### config.mk
export PLATFORM = sky130hd
export DESIGN_NAME = h264_bs_packer
export DESIGN_NICKNAME = d
export VERILOG_FILES = /design/src/rtl/h264_bs_packer.sv
export SDC_FILE = /design/constraint.sdc
export NUM_CORES = 2
export LEC_CHECK = 0
export CAP_MARGIN = 40
export CORE_MARGIN = 3
export CORE_UTILIZATION = 30
export CTS_CLUSTER_SIZE = 14
export DETAILED_ROUTE_END_ITERATION = 8
export PLACE_DENSITY_LB_ADDON = 0.1
export SYNTH_ARGS = -nofsm -noshare
export SYNTH_HDL_FRONTEND = slang
export SYNTH_SLANG_ARGS = --single-unit
### constraint.sdc
create_clock -name clk -period 9.6 [get_ports clk]
set_clock_uncertainty 0.15 [all_clocks]
set_input_delay 2.4 -clock clk [delete_from_list [all_inputs] [get_ports clk]]
set_output_delay 2.4 -clock clk [all_outputs]
set_load 0.05 [all_outputs]
### src/rtl/h264_bs_packer.sv
// Bitstream packer: appends variable-length entropy codes MSB-first into 32-bit words
// held in a 64-entry buffer that the bus side reads by index.
module h264_bs_packer (
   input  logic        clk,
   input  logic        rst,
   input  logic        buf_clear,
   input  logic        code_valid,
   input  logic [31:0] code_bits,
   input  logic [5:0]  code_len,
   output logic        code_ready,
   input  logic        flush,
   output logic        flush_done,
   input  logic [5:0]  rd_addr,
   output logic [31:0] rd_data,
   output logic [31:0] buf_cnt,
   output logic        full
);

   typedef enum logic [1:0] {RUN, FLUSH, DONE} state_t;

   state_t      state_q, state_d;
   logic [31:0] mem [64];
   logic [31:0] pend_q, pend_d;
   logic [4:0]  pcnt_q, pcnt_d;
   logic [6:0]  cnt_q, cnt_d;
   logic        wr_en;
   logic [31:0] wr_data;
   logic [5:0]  len_eff;
   logic [5:0]  total;
   logic [31:0] code_masked;
   logic [6:0]  shamt;
   logic [63:0] merged;
   logic        is_full;
   logic        accept;

   assign is_full    = (cnt_q == 7'd64);
   assign full       = is_full;
   assign buf_cnt    = {25'd0, cnt_q};
   assign code_ready = (state_q == RUN) && !is_full && !flush && !buf_clear;
   assign accept     = code_valid && code_ready;
   assign flush_done = (state_q == DONE) && !buf_clear;
   assign rd_data    = ({1'b0, rd_addr} < cnt_q) ? mem[rd_addr] : 32'h0;

   // Place the new code directly below the pending bits in a 64-bit window;
   // the upper half is the next complete word, the lower half the new remainder.
   always_comb begin
      len_eff     = (code_len > 6'd32) ? 6'd32 : code_len;
      code_masked = (len_eff == 6'd0) ? 32'h0
                                      : (code_bits & (32'hFFFF_FFFF >> (6'd32 - len_eff)));
      total       = {1'b0, pcnt_q} + len_eff;
      shamt       = 7'd64 - {1'b0, total};
      merged      = {pend_q, 32'h0} | ({32'h0, code_masked} << shamt);
   end

   always_comb begin
      state_d = state_q;
      pend_d  = pend_q;
      pcnt_d  = pcnt_q;
      cnt_d   = cnt_q;
      wr_en   = 1'b0;
      wr_data = merged[63:32];
      if (buf_clear) begin
         state_d = RUN;
         pend_d  = 32'h0;
         pcnt_d  = 5'd0;
         cnt_d   = 7'd0;
      end else begin
         case (state_q)
            RUN: begin
               if (flush) begin
                  state_d = FLUSH;
               end else if (accept) begin
                  // total < 64, so total - 32 is simply its low five bits
                  pcnt_d = total[4:0];
                  if (total >= 6'd32) begin
                     wr_en  = 1'b1;
                     pend_d = merged[31:0];
                     cnt_d  = cnt_q + 7'd1;
                  end else begin
                     pend_d = merged[63:32];
                  end
               end
            end
            FLUSH: begin
               if (pcnt_q == 5'd0) begin
                  state_d = DONE;
               end else if (!is_full) begin
                  wr_en   = 1'b1;
                  wr_data = pend_q;
                  pend_d  = 32'h0;
                  pcnt_d  = 5'd0;
                  cnt_d   = cnt_q + 7'd1;
                  state_d = DONE;
               end
            end
            DONE: state_d = RUN;
            default: state_d = RUN;
         endcase
      end
   end

   always_ff @(posedge clk) begin
      if (rst) begin
         state_q <= RUN;
         pend_q  <= 32'h0;
         pcnt_q  <= 5'd0;
         cnt_q   <= 7'd0;
      end else begin
         state_q <= state_d;
         pend_q  <= pend_d;
         pcnt_q  <= pcnt_d;
         cnt_q   <= cnt_d;
      end
   end

   // Word storage carries no reset; the count alone decides what is visible.
   always_ff @(posedge clk) begin
      if (wr_en && !rst) begin
         mem[cnt_q[5:0]] <= wr_data;
      end
   end

endmodule

==> results.md <==
* Die area at 289700 um2
* Vias/cell at 5.236
* Worst R2R Path Depth at 12
* Hold path startpoint: pend_q[12]
* Number of synthesized register bits at 2094
* Warnings from Yosys at 0
* Sw power at 5.174 mW
* Crit Path Category: in2out
* I/O Pins at 116
* Yosys top cell by area: edfxtp_1
* Fin. max-slew vios at 0
* Count of max-cap constraint violations at 0
* CTS sink count at 2094
* Power share of the combinational group at 0.103
* Relative slew slack at 0.3774
* Worst-path maximum fanout at 44
* Area growth, synth to finish at 18.38%
* Total Neg Setup Slack at 0 ps
* Cell family with most CP delay: multiplexers
* Fin crit share at 0.8606
* Post-CTS Setup Inserts at 0
* Async SR Flop Fraction at 0
* Cell area after synthesis at 84980 um2
* Die extent in y at 538.2 um
* Worst reg2reg startpoint: cnt_q[0]
* Vias in the first global route at 44666
* Reg clk slew, reported paths at 60 ps
* Top cell by count, worst path: mux4_2
* Final wirelength at 271600 um
* Drt drc at 0
* Leakage at 31.23 nW
* Die X at 538.2 um
* Initial antenna violation count at 19
* P_int at 16.00 mW
* Worst r2r dst: mem[25][22]
* Vias at 43516
* Synth area leaders: edfxtp_1 (72%), mux4_2 (18%), dfxtp_1 (1.1%), clkbuf_1 (0.76%), nor2_1 (0.74%)
* Crit path depth at 8
* Achievable clock frequency at 0.1210 GHz
* Slew @ Worst Pin at 933.9 ps
* Largest net degree at the start of global routing at 65
* Final Critical Period at 8262 ps
* Depth of the CTS H-tree at 4
* Pre-CTS setup slack at 1237 ps
* Final Core Density at 0.3585
* Commonest cells after routing, fill and taps aside: edfxtp_1 (2048), mux4_2 (677), clkbuf_16 (229), buf_4 (178), nand2_1 (100)
* Critical path cell sequence: buf_8 -> buf_12 -> buf_4 -> mux4_2 -> mux4_2 -> mux4_2 -> nor2b_1 -> buf_12
* Routed len/inst at 32.67 um
* Seq pwr share at 0.499
* Syn Area/Cell at 20.97 um2
* Clock network power share at 0.398
* Antenna viol nets, final at 0
* # resized after CTS at 0
* Initial drt markers at 4666
* Initial core utilization at 0.3029
* Critical path buffers and inverters at 4
* Max Root-Sink Buffers at 3
* Gr usage total at 0.1851
* Post-synth EDFFs at 2048
* Signal arrival time at the worst endpoint at 5710 ps
* Status: complete, no violations
* Clk Latency, worst-skew pair at 840 ps
* Share of cells above drive strength 1 at 0.3108
* Most common cell after layout, fill and taps aside: edfxtp_1
* Nets at 4452
* Max incr delay on CP at 570 ps
* Worst vdd ir at 0.1622 mV
* Ys flop type: edfxtp_1
* Library cells used by synthesis at 88
* Port Buffer Count at 90
* Cells after Synth at 4052
* Slowest-stage cell, CP: mux4_2
* Final hold violation count at 0
* Final WS setup at 1338 ps
* Final setup viols at 0
* Critical path launch point: rd_addr[0]
* TritonCTS clock tree: yes
* Req. time, crit path at 7050 ps
* Min-Delay Path Class: reg2reg
* Sequential fraction of the synthesis area at 0.7345
* Crit path to: rd_data[23]
* Core Region at 280600 um2
* Hold_buf cts at 0
* CTS root buffer: clkbuf_16
* Crit. End Element: output pin
* RSZ-0062 raised after global routing: false
* Startpoint class of the critical path: input port
* Detail Placement HPWL at 159000 um
* First-pass GRT wire length at 375500 um
* CTS Buf Count at 227
* R2R Setup Slk at 4320 ps
* Top-area cell type share of the netlist area at 0.7237
* PwrDens at 210.5 nW/um2
* Rows at 194
* Net Sw Frac at 0.2444
* Drt first pass iters at 6
* Global route overflow at 0
* Routability congestion estimate from global placement at 0.8521
area by class of cell:
cell class | count | area, um2
sequential | 2094 | 62420
clock buffer | 285 | 5971
fill | 26051 | 180000
inverter | 25 | 93.84
tap | 3724 | 4659
clock inverter | 134 | 1154
multi-input combinational | 1693 | 22200
antenna | 11 | 27.53
timing repair buffer | 345 | 4081
cell usage after synthesis (6+ instances only):
library cell,count
a21oi_1,77
nor4_1,13
nor3_1,55
a221oi_1,10
buf_1,60
o221ai_1,11
nor2_1,167
a31o_2,6
mux4_2,677
nor2b_1,43
a32oi_1,17
mux2_2,7
a211oi_1,17
o21a_1,12
clkbuf_1,172
or3_1,7
dfxtp_1,46
or2_2,13
o211ai_1,21
a22o_1,7
a211o_1,8
xnor2_1,16
a22oi_1,14
o31ai_1,7
and2_1,18
nand2b_1,17
ha_1,16
mux2i_1,16
o22ai_1,15
a221o_1,6
o21bai_1,7
a31oi_1,17
nand2_1,100
o32ai_1,8
nor3b_1,6
edfxtp_1,2048
and3_1,9
a21o_1,15
nand3_1,47
a2111oi_0,10
inv_1,24
buf_4,25
nand4_1,8
o21ai_0,57
worst min path at each step:
stage | to | slack (ps) | cells past startpoint
2_1_floorplan | pend_q[12] | 280 | 2
3_3_place_gp | pend_q[12] | 300 | 2
3_5_place_dp | pend_q[6] | 300 | 2
4_1_cts | pend_q[6] | 320 | 2
5_1_grt | pend_q[6] | 340 | 2
6_report | pend_q[12] | 320 | 2
logic make-up (layout without fill, tap and decap cells):
| kind of cell | after synthesis | count (layout) | synth area share |
|---|---|---|---|
| AOI/OAI and AO/OA | 410 | 410 | 0.03460 |
| xor gates and xnor gates | 18 | 18 | 0.002017 |
| adders and majority gates | 17 | 17 | 0.002591 |
| buffers and inverters | 289 | 789 | 0.01412 |
| DFF | 2094 | 2094 | 0.7345 |
| muxes | 700 | 700 | 0.1822 |
| other | 1 | 36 | 0.00004413 |
| and+or+nand+nor | 523 | 523 | 0.02992 |
registers in the layout, indices dropped and copies added, names as in the netlist:
register,cells
pend_q,32
state_q,2
mem,2048
pcnt_q,5
cnt_q,7
power by group through the flow:
stage / clock network [mW] / registers (mW) / logic (mW)
floorplan: 0 / 10.8 / 1.18
global placement: 0 / 10.8 / 2.19
detailed placement: 0 / 10.8 / 2.21
CTS: 8.68 / 10.6 / 2.21
global route: 9.06 / 10.6 / 2.35
finish: 8.43 / 10.6 / 2.18
metrics by stage:
| step | cell area, um2 | power, mW | hold slack (ps) | std cells |
|---|---|---|---|---|
| final | 100600 | 21.17 | 319.0 | 8311 |
| after global routing | 100600 | 21.97 | 342.4 | 8301 |
| after CTS | 100600 | 21.46 | 317.5 | 8300 |
| after detailed placement | 93450 | 12.97 | 303.4 | 7881 |
| after global placement | 93200 | 12.95 | 299.2 | 7866 |
| after floorplan | 85080 | 11.98 | 276.7 | 4076 |
worst reg2reg max path, cell delays in order, from the launching register on:
cell     delay (ps)
dfxtp_1         720
inv_1           140
ha_1            230
nand2_1         280
o311a_1         260
nand2_1         450
nand2_1         450
nand2_1         230
nor3_1          470
nand2_1         310
buf_4           300
nor2_4          600
buf_4           380
routing by layer:
layer	vias up	GRT usage	wire length (um)
met2	1151	0.3048	132600
met1	24105	0.2591	120400
li1	17956	-	-
met3	300	0.02964	13100
met5	-	0	34
met4	4	0.03931	5436
Note: power is estimated with default switching activity, not from simulation.
